File: src/rtl/timer_pkg.sv
// Shared constants and helpers for the cascaded BCD-style timer counter.
//   DIGIT_W   : width of one digit cell
//   MMSS_MODS : per-digit moduli for an MM:SS display (10, 6, 10, 10 from digit 0 up)
//   mod_of()  : extracts the modulus field of digit i from a packed MODS vector
package timer_pkg;

  localparam int unsigned DIGIT_W   = 4;
  localparam logic [31:0] MMSS_MODS = 32'h0AAA_AA6A;

  // Modulus of digit i, digit 0 in bits [3:0].
  function automatic logic [DIGIT_W-1:0] mod_of(input logic [31:0] mods, input int unsigned i);
    return mods[DIGIT_W*i +: DIGIT_W];
  endfunction

endpackage

File: src/rtl/timer_digit.sv
// One digit cell of the cascaded down-counter (purely combinational).
// Ports:
//   val_i       : current digit value
//   borrow_i    : borrow-in from the next-lower digit (1 = decrement this digit)
//   data_i      : parallel load value for this digit
//   load_i      : select load data (clamped to MOD-1) instead of decrementing
//   val_nxt_c_o : next digit value
//   borrow_c_o  : borrow-out to the next-higher digit
module timer_digit
  import timer_pkg::*;
#(
  parameter int unsigned MOD = 10
) (
  input  logic [DIGIT_W-1:0] val_i,
  input  logic               borrow_i,
  input  logic [DIGIT_W-1:0] data_i,
  input  logic               load_i,
  output logic [DIGIT_W-1:0] val_nxt_c_o,
  output logic               borrow_c_o
);

  localparam logic [DIGIT_W-1:0] MAX_VAL = DIGIT_W'(MOD - 1);
  localparam logic [DIGIT_W:0]   MOD_VAL = (DIGIT_W + 1)'(MOD);

  // Next value: clamped load, wrap-on-borrow decrement, or hold.
  always_comb begin
    val_nxt_c_o = val_i;
    if (load_i) begin
      val_nxt_c_o = ({1'b0, data_i} >= MOD_VAL) ? MAX_VAL : data_i;
    end else if (borrow_i) begin
      val_nxt_c_o = (val_i == '0) ? MAX_VAL : (val_i - DIGIT_W'(1));
    end
  end

  assign borrow_c_o = borrow_i & (val_i == '0);

endmodule

File: src/rtl/timer_digits.sv
// Multi-digit cascaded down-counter for the microwave timer display.
// Parameters: DIGITS (1..8), MODS (packed 4-bit modulus per digit), WRAP (0 = hold at zero,
// 1 = reload every digit to MOD-1 when decremented at zero).
// Ports:
//   clk   : system clock, rising edge
//   clr   : synchronous active-high clear
//   loadn : active-low parallel load (beats en)
//   en    : count strobe, one decrement per high cycle
//   data  : load value, digit i in [4i+3:4i]
//   out   : current count (registered)
//   zero  : registered, high iff out == 0
//   done  : registered one-cycle pulse after a decrement reaches zero
module timer_digits
  import timer_pkg::*;
#(
  parameter int unsigned DIGITS = 4,
  parameter logic [31:0] MODS   = MMSS_MODS,
  parameter bit          WRAP   = 1'b0
) (
  input  logic                      clk,
  input  logic                      clr,
  input  logic                      loadn,
  input  logic                      en,
  input  logic [DIGIT_W*DIGITS-1:0] data,
  output logic [DIGIT_W*DIGITS-1:0] out,
  output logic                      zero,
  output logic                      done
);

  localparam int unsigned W = DIGIT_W * DIGITS;

  logic [W-1:0]    out_q, out_d, nxt_c;
  logic            zero_q, zero_d;
  logic            done_q, done_d;
  logic [DIGITS:0] borrow_c;
  logic            load_c;

  assign load_c      = ~loadn;
  assign borrow_c[0] = 1'b1;

  // Digit cells; the borrow chain ripples combinationally through all digits.
  for (genvar i = 0; i < DIGITS; i++) begin : g_digit
    timer_digit #(
      .MOD(32'(mod_of(MODS, i)))
    ) u_digit (
      .val_i      (out_q[DIGIT_W*i +: DIGIT_W]),
      .borrow_i   (borrow_c[i]),
      .data_i     (data[DIGIT_W*i +: DIGIT_W]),
      .load_i     (load_c),
      .val_nxt_c_o(nxt_c[DIGIT_W*i +: DIGIT_W]),
      .borrow_c_o (borrow_c[i+1])
    );
  end

  // Borrow out of the top digit means the count was already zero.
  always_comb begin
    out_d  = out_q;
    zero_d = zero_q;
    done_d = 1'b0;
    if (load_c) begin
      out_d  = nxt_c;
      zero_d = (nxt_c == '0);
    end else if (en) begin
      if (!borrow_c[DIGITS]) begin
        out_d  = nxt_c;
        zero_d = (nxt_c == '0);
        done_d = (nxt_c == '0);
      end else if (WRAP) begin
        out_d  = nxt_c;
        zero_d = 1'b0;
      end
    end
  end

  always_ff @(posedge clk) begin
    if (clr) begin
      out_q  <= '0;
      zero_q <= 1'b1;
      done_q <= 1'b0;
    end else begin
      out_q  <= out_d;
      zero_q <= zero_d;
      done_q <= done_d;
    end
  end

  assign out  = out_q;
  assign zero = zero_q;
  assign done = done_q;

endmodule

File: config.mk
export PLATFORM = sky130hd
export DESIGN_NAME = timer_digits
export DESIGN_NICKNAME = d
export VERILOG_FILES = /design/src/rtl/timer_pkg.sv /design/src/rtl/timer_digit.sv /design/src/rtl/timer_digits.sv
export SDC_FILE = /design/constraint.sdc
export NUM_CORES = 1
export LEC_CHECK = 0
export CAP_MARGIN = 0
export CORE_MARGIN = 3
export CORE_UTILIZATION = 45
export CTS_CLUSTER_SIZE = 14
export DETAILED_ROUTE_END_ITERATION = 12
export PLACE_DENSITY = 0.78
export SYNTH_ARGS = -nofsm -noshare
export SYNTH_HDL_FRONTEND = slang
export SYNTH_SLANG_ARGS = --single-unit
File: constraint.sdc
create_clock -name clk -period 4.2 [get_ports clk]
set_input_delay 0.84 -clock clk [delete_from_list [all_inputs] [get_ports clk]]
set_output_delay 0.84 -clock clk [all_outputs]
set_load 0.05 [all_outputs]
Yosys cells after proc, flatten, opt, wreduce, memory -nomap -nowiden
Cells that the tools add are included.

operators by class
  bitwise gates (word level) = 5
  reductions and logical operators = 7
  add/sub/neg operators = 4
  magnitude comparators = 4
  eq/ne operators = 2
  multiplexer cells = 21

operators by type and width
  kind                                                  number
  2-to-1 mux 4 bit                                      15
  2-to-1 mux 16 bit                                     3
  zero test 16 bit                                      1
  zero test 4 bit                                       4
  subtractor 4 x 1 -> 4 bit (second input constant)     4
  >= comparator 4 bit (second input constant)           3
  >= comparator 4 x 3 -> 1 bit (second input constant)  1
  OR reduction 4 bit                                    1
  bitwise AND 1 bit                                     3
  2-to-1 mux 1 bit                                      3
  != test 2 x 1 -> 1 bit (second input constant)        1
  != test 2 bit (second input constant)                 1
  NOT 1 bit                                             2
  AND reduction 2 bit                                   1

storage, ports and cells
  output and inout bits = 18
  bits of input ports = 20
  bits in registers = 18
  logic and storage cells = 46

Logic depth before layout (Yosys ltp)
  depth in word-level cells = 9
  mapped depth = 10
  gate-level depth less buffers = 6

Modules after synthesis
A second synthesis with hierarchy kept.

unflattened totals
  cell total of the unflattened synthesis = 164
  area, all modules = 1416.4 µm²

by module, submodules not included
  module                                 area each (µm²)  cells an instance  times used
  timer_digits                           852.1            87                 1
  timer_digit at g_digit[0].u_digit ...  152.6            20                 3
  timer_digit at g_digit[1].u_digit      106.4            17                 1

Worst setup path after synthesis
Ideal clock, no wire load.

  path type = register to register
  start = reg out_q[0], in the netlist out[0]
  end = reg zero_q, in the netlist zero
  setup slack = 1243 ps
  library setup time = 67 ps
  data arrival time = 2890 ps
  stages on the path, launching flop included = 10
  cell sequence = dfxtp_1 -> clkbuf_1 -> or4_1 -> buf_6 -> or3_4 -> buf_6 -> o31ai_2 -> or4b_1 -> or3_1 -> o21ai_2

between the ends
  word-level cells in the longest chain between the ends = 9

RTL lines
  what                                                                               RTL line            source
  from (decl)                                                                        timer_digits.sv:32  logic [W-1:0] out_q, out_d, nxt_c;
  from (signal assigned)                                                             timer_digits.sv:81  out_q <= out_d;
  parallel branches: the longest is 9 deep, another holds subtractor 4 x 1 -> 4 bit  -
  to (signal assigned)                                                               timer_digits.sv:82  zero_q <= zero_d;
  to (decl)                                                                          timer_digits.sv:33  logic zero_q, zero_d;

Several ways; the timed one is not identified. The select of a mux whose other input is x is not followed.
A chain may end at the register's enable or synchronous reset.

Final worst setup path
  start = reg out_q[1], in the netlist out[1]
  end = reg zero_q, in the netlist zero

Same word-level chain as after synthesis.

==> reports/results.txt <==
via count = 1350
Synth Area per Inst = 7.63 um^2
Max Freq = 346 MHz
die width = 57.9 um
Buffers on Ports = 37
FF/Latch Area = 360 um^2
share of the clock period used by the worst path = 68.7%
Comb power frac = 37.2%
routed len/inst = 15.2 um
core area = 2520 um^2
Required @ worst endpoint = 4.44 ns
FF-to-FF path depth = 6
Starting Density = 48.1%
delay-heaviest family, CP = simple AND/OR/NAND/NOR gates
first-pass GRT wire length = 5730 um
Unique masters post-synth = 48
Clock Pin Slew Worst Setup and Hold Paths = 0.11 ns
Critical Path Fanout Max = 10
GRT overflow = 0
Antenna Nets Post-Route = 0
placed cells = 219
Switching Power = 186 uW
Layout Nets = 214
area of the multi-input gates = 783 um^2
worst hold endpoint = zero$_SDFFE_PP1P_
die height = 57.9 um
vias per inst = 6.05
GR Util All Layers = 21.8%
Final min period = 2.89 ns
crit path max-delay cell type = or4_1
hpwl dp = 2580 um
pre-CTS setup slack = 1.07 ns
Slew HR = 65.8%
largest net degree at the start of global routing = 27
WP buf/inv = 0
sequential-to-total area share from yosys stat = 29.7%
CTS buffer count = 3
ys flop type = dfxtp_1
Critical R2R Capture = zero$_SDFFE_PP1P_
Clock Skews = 0.00506 ns
share of flip-flops with an asynchronous set or reset = 0%
Synth Instances = 159
Ys Warns = 0
fill count = 242
status = finished, final reports clean
Max clock buf depth = 2
CP Launch Type = flip-flop
Reg-to-Reg Start = out[1]$_SDFFE_PP0P_
final hold vios = 0
setup_tns = 0 ns
Sw Ratio = 37.3%
cts repair resizes = 0
Hold-fix buffers, CTS = 0
beginning of the worst hold path = zero$_SDFFE_PP1P_
Max stage delay on crit path = 0.72 ns
crit end category = flip-flop
Yosys reg bits = 18
fraction of layout cells with a size suffix above 1 = 8.81%
Hold Crit Class = reg -> reg
worst slew pin tran = 0.512 ns
clk_lat worst skew = 0.30 ns
Placer Congestion = 0.818
max-slew violation count = 0
root buf cell = clkbuf_4
n_diodes = 0
# rows = 18
Final Core Density = 64.4%
Pre-antenna DRT Iters = 4
Seq pwr share = 40.6%
Max Cap Viol = 0
WP data arrival = 3.13 ns
final std cells w/o fill = 223
DRC Markers = 0
H-tree depth = 1
Net Count, Synth = 179
initial antenna violation count = 0
die area = 3360 um^2
# IOs = 38
TritonCTS clock tree = done
final worst slack = 1.31 ns
r2r setup slk = 1.31 ns
internal power = 313 uW
PwrDens = 307 nW/um^2
Crit Path Category = reg -> reg
post-synthesis cell area = 1210 um^2
maximum vdd drop = 0.221 mV
routed wire length = 3390 um
count of final setup violators = 0
WHS Path Cells = 2
Critical Path, Cell by Cell = or4_1 -> or3_4 -> o31ai_2 -> or4b_1 -> or3_1 -> o21ai_2
Clock power frac = 22.1%
Area Overhead vs Synth = 33.9%
post-CTS repair timing setup buffer count = 0
clock sink count = 18
LEAKAGE = 0.000554 uW
Post-synth EDFFs = 0
RSZ-0062 raised after global routing = no
via count of the first global-routing pass = 1241
initial DRC count = 64
-- layout make-up --
class	count	area share (%)
flip-flops and latches	18	22.2
well taps	30	2.31
clock buffers	4	2.23
inverters	4	0.924
repair buffers	40	24.2
multi-input cells	127	48.2
-- how the worst max path moves through the flow --
stage,start,endpoint,slack (ns),cells past startpoint
detailed placement,loadn,zero$_SDFFE_PP1P_,1.07,8
floorplan,out[0]$_SDFFE_PP0P_,zero$_SDFFE_PP1P_,1.24,9
global placement,loadn,zero$_SDFFE_PP1P_,1.12,8
global route,out[2]$_SDFFE_PP0P_,zero$_SDFFE_PP1P_,1.15,6
CTS,out[2]$_SDFFE_PP0P_,zero$_SDFFE_PP1P_,1.33,6
finish,out[1]$_SDFFE_PP0P_,zero$_SDFFE_PP1P_,1.31,6
-- Yosys cell counts (2+ instances only) --
cell       n  area (um^2)
o21ai_0   15         75.1
a221oi_1   2         17.5
mux2_2     2         22.5
xnor2_1    3         26.3
a211oi_1   6         45.0
inv_1      3         11.3
nor3_1     9         45.0
o21bai_1   2         15.0
or3_1      5         31.3
a32oi_1    2         17.5
or4_1      5         37.5
a22oi_1    2         15.0
nor2_1    23         86.3
nand4_1    2         12.5
buf_6      2         22.5
nand2_1    9         33.8
nor4_1     5         31.3
buf_2      2         10.0
a21oi_1   10         50.1
clkbuf_1   5         18.8
dfxtp_1   18          360
-- layer usage --
| metal | share of wire [%] | up-vias | GRT usage, % |
|---|---|---|---|
| li1 | - | 677 | - |
| met1 | 47 | 629 | 30.3 |
| met2 | 47 | 42 | 34.4 |
| met3 | 6.3 | 2 | 3.34 |
| met4 | 0.41 | 0 | 6.95 |
| met5 | 0 | - | 0 |
-- worst min-delay path: stages (launching register included) --
cell	delay [ns]
dfxtp_1	0.34
a21oi_1	0.07
o21ai_2	0.05
-- placed cells by master, fill, tap and decap left out, types with 5 or more instances in the layout --
master,Yosys,routed
a211oi_1,6,6
a21oi_1,10,10
clkdlybuf4s50_1,0,37
dfxtp_1,18,18
nand2_1,9,9
nor2_1,23,23
nor3_1,9,9
nor4_1,5,5
o21ai_0,15,15
or3_1,5,5
or4_1,5,5
-- stage by stage --
stage	area, um^2	total power [uW]	hold slack, ns
2_1_floorplan	1210	330	0.716
3_3_place_gp	1590	388	0.456
3_5_place_dp	1590	391	0.460
4_1_cts	1630	499	0.486
5_1_grt	1630	527	0.537
6_report	1630	500	0.484
-- power by group through the flow --
stage          registers (uW)  clock network (uW)  logic, uW
2_1_floorplan             243                   0       87.3
3_3_place_gp              206                   0        182
3_5_place_dp              207                   0        184
4_1_cts                   203                 111        185
5_1_grt                   208                 121        199
6_report                  203                 111        186
-- state kept, by name, summed over array words and instances (netlist names) --
name  count
zero      1
out      16
done      1
-- kinds of logic after synthesis --
family                 Yosys count  share of synthesized area, %
multiplexers                     3                          2.68
XOR/XNOR                         4                          2.89
buffers and inverters           14                          5.77
flip-flops                      18                          29.7
AND/OR/NAND/NOR                 69                          30.6
AO/OA/AOI/OAI                   51                          28.4
(Power assumes the default switching activity.)
